--- src/rtl/da_addr_gen.sv ---
// -----------------------------------------------------------------------------
// da_addr_gen
//   Input stage of a distributed-arithmetic FIR. It accepts one OPSIZE-bit
//   two's-complement sample per handshake and shifts it into an ORDER-tap
//   delay line. It then presents the delay line to the ROM banks as
//   OPSIZE/BAAT bit-slice addresses, one slice per cycle, starting with the
//   LSB slice. The first and last slices are flagged so the downstream
//   shift-accumulator knows when to clear and when to subtract the sign slice.
//
// Ports
//   clk      in   1              rising-edge clock
//   rst_n    in   1              asynchronous active-low reset
//   i_x      in   OPSIZE         input sample
//   i_valid  in   1              i_x is valid
//   i_ready  out  1              a sample is accepted this cycle if i_valid
//   o_addr   out  PARTITION*AW   ROM addresses, partition p at [(p+1)*AW-1 : p*AW]
//   o_valid  out  1              o_addr holds a valid slice
//   o_first  out  1              slice 0 (LSBs) is on o_addr
//   o_last   out  1              slice NCYC-1 (holds the sign bit) is on o_addr
//   d_ready  in   1              downstream consumes the current slice
// -----------------------------------------------------------------------------
module da_addr_gen #(
    parameter int OPSIZE    = 12,
    parameter int ORDER     = 6,
    parameter int BAAT      = 3,
    parameter int PARTITION = 2
) (
    input  logic                                         clk,
    input  logic                                         rst_n,
    input  logic [OPSIZE-1:0]                            i_x,
    input  logic                                         i_valid,
    output logic                                         i_ready,
    output logic [PARTITION*BAAT*(ORDER/PARTITION)-1:0]  o_addr,
    output logic                                         o_valid,
    output logic                                         o_first,
    output logic                                         o_last,
    input  logic                                         d_ready
);

    localparam int TPP  = ORDER / PARTITION;
    localparam int NCYC = OPSIZE / BAAT;
    localparam int AW   = BAAT * TPP;
    localparam int CW   = (NCYC > 1) ? $clog2(NCYC) : 1;
    localparam logic [CW-1:0] LAST_CNT = CW'(NCYC - 1);
    localparam logic [CW-1:0] CNT_ONE  = CW'(1);

    // Parameter sanity checks at elaboration time.
    if ((OPSIZE % BAAT) != 0) begin : g_opsize_chk
        $error("da_addr_gen: OPSIZE (%0d) must be a multiple of BAAT (%0d)", OPSIZE, BAAT);
    end
    if ((ORDER % PARTITION) != 0) begin : g_order_chk
        $error("da_addr_gen: ORDER (%0d) must be a multiple of PARTITION (%0d)", ORDER, PARTITION);
    end

    typedef enum logic [0:0] {
        IDLE = 1'b0,
        RUN  = 1'b1
    } state_t;

    state_t                state_q;
    logic [CW-1:0]         cnt_q;
    logic [OPSIZE-1:0]     tap_q [ORDER];   // delay line, tap 0 is the newest sample
    logic [OPSIZE-1:0]     w_q   [ORDER];   // working copy, shifted right one slice per cycle
    logic                  o_valid_q;
    logic                  o_first_q;
    logic                  o_last_q;

    logic                  i_ready_s;
    logic                  accept_s;
    logic [PARTITION*AW-1:0] addr_s;

    // Handshake: ready when idle, or on the final slice being consumed so the
    // next run begins without a bubble.
    always_comb begin
        i_ready_s = 1'b0;
        accept_s  = 1'b0;
        if (state_q == IDLE) begin
            i_ready_s = 1'b1;
        end else begin
            i_ready_s = o_last_q & d_ready;
        end
        accept_s = i_valid & i_ready_s;
    end

    // Address formation: the low BAAT bits of each working register hold the
    // current slice, so this is pure bit selection.
    always_comb begin
        addr_s = '0;
        for (int p = 0; p < PARTITION; p++) begin
            for (int j = 0; j < BAAT; j++) begin
                for (int k = 0; k < TPP; k++) begin
                    addr_s[p*AW + j*TPP + k] = w_q[p*TPP + k][j];
                end
            end
        end
    end

    // Control FSM with delay line, working registers and registered flags.
    always_ff @(posedge clk or negedge rst_n) begin
        if (!rst_n) begin
            state_q   <= IDLE;
            cnt_q     <= '0;
            o_valid_q <= 1'b0;
            o_first_q <= 1'b0;
            o_last_q  <= 1'b0;
            for (int k = 0; k < ORDER; k++) begin
                tap_q[k] <= '0;
                w_q[k]   <= '0;
            end
        end else if (accept_s) begin
            // New sample: shift the delay line and load the working copy from
            // the post-shift taps. This also covers the back-to-back case on
            // the last slice of a run.
            for (int k = ORDER - 1; k > 0; k--) begin
                tap_q[k] <= tap_q[k-1];
                w_q[k]   <= tap_q[k-1];
            end
            tap_q[0]  <= i_x;
            w_q[0]    <= i_x;
            cnt_q     <= '0;
            state_q   <= RUN;
            o_valid_q <= 1'b1;
            o_first_q <= 1'b1;
            o_last_q  <= (NCYC == 1);
        end else begin
            case (state_q)
                IDLE: begin
                    state_q <= IDLE;
                end
                RUN: begin
                    // A stall (d_ready low) holds everything in place.
                    if (d_ready) begin
                        for (int k = 0; k < ORDER; k++) begin
                            w_q[k] <= w_q[k] >> BAAT;
                        end
                        if (cnt_q == LAST_CNT) begin
                            cnt_q     <= '0;
                            state_q   <= IDLE;
                            o_valid_q <= 1'b0;
                            o_first_q <= 1'b0;
                            o_last_q  <= 1'b0;
                        end else begin
                            cnt_q     <= cnt_q + CNT_ONE;
                            o_first_q <= 1'b0;
                            o_last_q  <= ((cnt_q + CNT_ONE) == LAST_CNT);
                        end
                    end
                end
                default: begin
                    state_q   <= IDLE;
                    cnt_q     <= '0;
                    o_valid_q <= 1'b0;
                    o_first_q <= 1'b0;
                    o_last_q  <= 1'b0;
                end
            endcase
        end
    end

    assign i_ready = i_ready_s;
    assign o_addr  = addr_s;
    assign o_valid = o_valid_q;
    assign o_first = o_first_q;
    assign o_last  = o_last_q;

endmodule
--- config.mk ---
export PLATFORM = sky130hd
export DESIGN_NAME = da_addr_gen
export DESIGN_NICKNAME = d
export VERILOG_FILES = /design/src/rtl/da_addr_gen.sv
export SDC_FILE = /design/constraint.sdc
export NUM_CORES = 1
export LEC_CHECK = 0
export ABC_AREA = 0
export CAP_MARGIN = 5
export CELL_PAD_IN_SITES_DETAIL_PLACEMENT = 0
export CELL_PAD_IN_SITES_GLOBAL_PLACEMENT = 1
export CORE_MARGIN = 8
export CORE_UTILIZATION = 49
export DETAILED_ROUTE_END_ITERATION = 10
export GPL_TIMING_DRIVEN = 0
export PLACE_DENSITY = 0.86
export SLEW_MARGIN = 15
export SYNTH_ARGS = -nofsm -noshare
export SYNTH_HDL_FRONTEND = slang
export SYNTH_SLANG_ARGS = --single-unit
export TNS_END_PERCENT = 20
--- constraint.sdc ---
create_clock -name clk -period 1.8 [get_ports clk]
set_input_delay 0.36 -clock clk [delete_from_list [all_inputs] [get_ports clk]]
set_output_delay 0.36 -clock clk [all_outputs]
set_load 0.01 [all_outputs]
==> reports/metrics.cfg <==
[global_route]
grt_overflow = 0
grt_pass1_wl_um = 20100
grt_max_degree = 85
grt_pass1_vias = 3778
antenna_found_initial = 0
grt_use_total_pct = 16.0

[synthesis]
yosysSeqAreaShare_pct = 59.4
yosys_warnings = 0
synthesis.area_um2 = 5810
ys_ff_latch = 138
yosys-top-cells-area = dfrtp_1 (59%), mux2_2 (12%), a221o_1 (7.7%), and2_1 (4.8%), a22o_1 (2.9%)
synth_nets = 437
synth_largest_area_cell = dfrtp_1
syn_avg_cell_area_um2 = 13.9
syn_inst = 419
synth_cell_types = 24
synth_top_area_share_pct = 59.4

[cells_and_area]
nFillCells = 914
fin_nets = 494
syn_to_final_growth_pct = 20.5
fin_area_um2 = 7010
final_common_cell = dfrtp_1
diodes = 0
drive_gt1_share_pct = 29.9
final_cell_mix = dfrtp_1 (137), mux2_2 (64), and2_1 (45), a221o_1 (45), clkdlybuf4s50_1 (29)
layoutNonFillerInstCount = 632

[clock_tree]
insertion_delay_ps = 410
root_buffer = clkbuf_16
cts.clk_slew.worst_paths_ps = 60
h-tree-depth = 4
cts_sinks = 138
cts_setup_buffers = 0
cts_tree = built
cts_buffers = 17
clk_path_buf_depth = 2

[critical_path]
crit_arrival_ps = 1380
path_class = reg2out
path_max_fanout = 2
setup.worst_path.start_class = register
crit_path_end_kind = output port
critPathRequiredTime_ps = 1440

[die]
io_pins = 38
die_h_um = 125
dieArea_um2 = 15600
core_um2 = 11500
num_rows = 39
start_util_pct = 50.5
die_x_um = 125

[timing]
finalCritPeriodShare_pct = 96.9
skew_ps = 6.78
setup_viol = 0
grt_setup_unrepaired = no
tightestPinTransition_ps = 513
hold_violations = 0
drv_slew = 0
max_freq_ghz = 0.573
fin_crit_ps = 1740
max_slew_margin_pct = 65.8

[job]
drv_cap = 0

[detailed_routing]
drcViolationCount = 0
antenna_left = 0
first_iter_violations = 251
routed_wl_um = 11900
num_vias = 3565
wl_per_cell_um = 18.9
first_pass_iters = 4
vias_per_cell = 5.64

[place]
place.gp.congestion = 0.759
port_buffers = 36
place_inst = 599
dp_hpwl_um = 8160
place_area_um2 = 6380

[pwr]
ir_drop_v = 0.000995
leakagePower_nw = 3.27
p_per_area_nw_per_um2 = 1820

[outcome]
outcome = complete, no violations

[min_path]
hp-class = in2async

[worst max-delay path, stage by stage, from the launching register on]
cell,delay (ps)
dfrtp_1,380
buf_4,130
clkdlybuf4s50_1,470
[layout make-up]
| cell class | instances | area, µm² | area share, % |
|---|---|---|---|
| flip-flops and latches | 138 | 3450 | 49.3 |
| multi-input cells | 232 | 2040 | 29.1 |
| clock buffers | 26 | 519 | 7.41 |
| repair buffers | 38 | 393 | 5.61 |
| plain buffers | 48 | 337 | 4.80 |
| well taps | 143 | 179 | 2.55 |
| clock inverters | 6 | 83.8 | 1.20 |
| inverters | 1 | 3.75 | 0.0536 |
[cells in the mapped netlist, drive strengths merged]
library cell / instances
ha: 2
clkbuf: 6
mux2i: 10
and3: 1
dfrtp: 138
o22ai: 9
mux2: 64
nor2: 1
and2: 46
buf: 42
nand2b: 11
o21ai: 1
a21oi: 9
o31ai: 1
a21o: 1
a221o: 45
a21bo: 1
inv: 1
a22o: 19
nand2: 11
[sequential cells by signal, summed over array words and instances, names as in the netlist]
signal   flops
o_first      1
o_last       1
tap_q       60
o_valid      1
state_q      1
w_q         54
cnt_q        2
o_addr      18
[power breakdown]
part / switching, mW / total [mW] / leakage [nW] / internal, mW
sequential: 1.03 / 5.53 / 1.73 / 4.49
clock: 1.21 / 3.47 / 0.300 / 2.26
combinational: 1.49 / 3.77 / 1.25 / 2.28
[final timing paths]
path	slack (ps)	cells after the start	endpoint	from
max	60	2	o_addr[0]	o_addr[0]
min	480	2	o_addr[14]	rst_n
max reg2reg	140	5	tap_q[12]	state_q
min reg2reg	480	1	o_valid	o_valid
max in group asynchronous	550	3	tap_q[37]	rst_n
min in group clk	480	1	o_valid	o_valid
[per-stage QoR]
step / utilization [%] / worst slack [ps] / TNS (ps) / power, mW / hold slack [ps]
2_1_floorplan: - / 244 / 0 / 7.94 / 64.4
6_report: 60.8 / 56.2 / 0 / 12.8 / 477
3_5_place_dp: 55.4 / -570 / -48130 / 9.33 / 359
5_1_grt: 60.8 / 8.01 / 0 / 13.5 / 508
4_1_cts: 60.8 / -4.47 / -4.47 / 12.9 / 481
3_3_place_gp: 55.2 / -4910 / -721730 / 9.14 / 463
[layer usage]
layer / share of wire, % / track usage (%)
met2: 49 / 25.1
met5: 0 / 0
met3: 4.2 / 4.67
met1: 46 / 20.6
met4: 0.96 / 6.38
[kinds of logic (layout without fill, tap and decap cells)]
logic type,count (synthesis),count (layout),share of synthesized area [%]
DFF,138,138,59.4
AOI/OAI and AO/OA,86,86,13.1
muxes,74,74,14.1
and+or+nand+nor,70,70,7.19
buffers and inverters,49,119,5.79
adders and majority gates,2,2,0.430
[repair_timing]
item,in CTS,in global routing
hold buffers,1,0
endpoints found under the hold margin,54,0
pin swaps,0,0
cloned,0,0
setup endpoints to repair,55,53
gates resized for setup,4,7
Note: power is estimated with default switching activity, not from simulation.
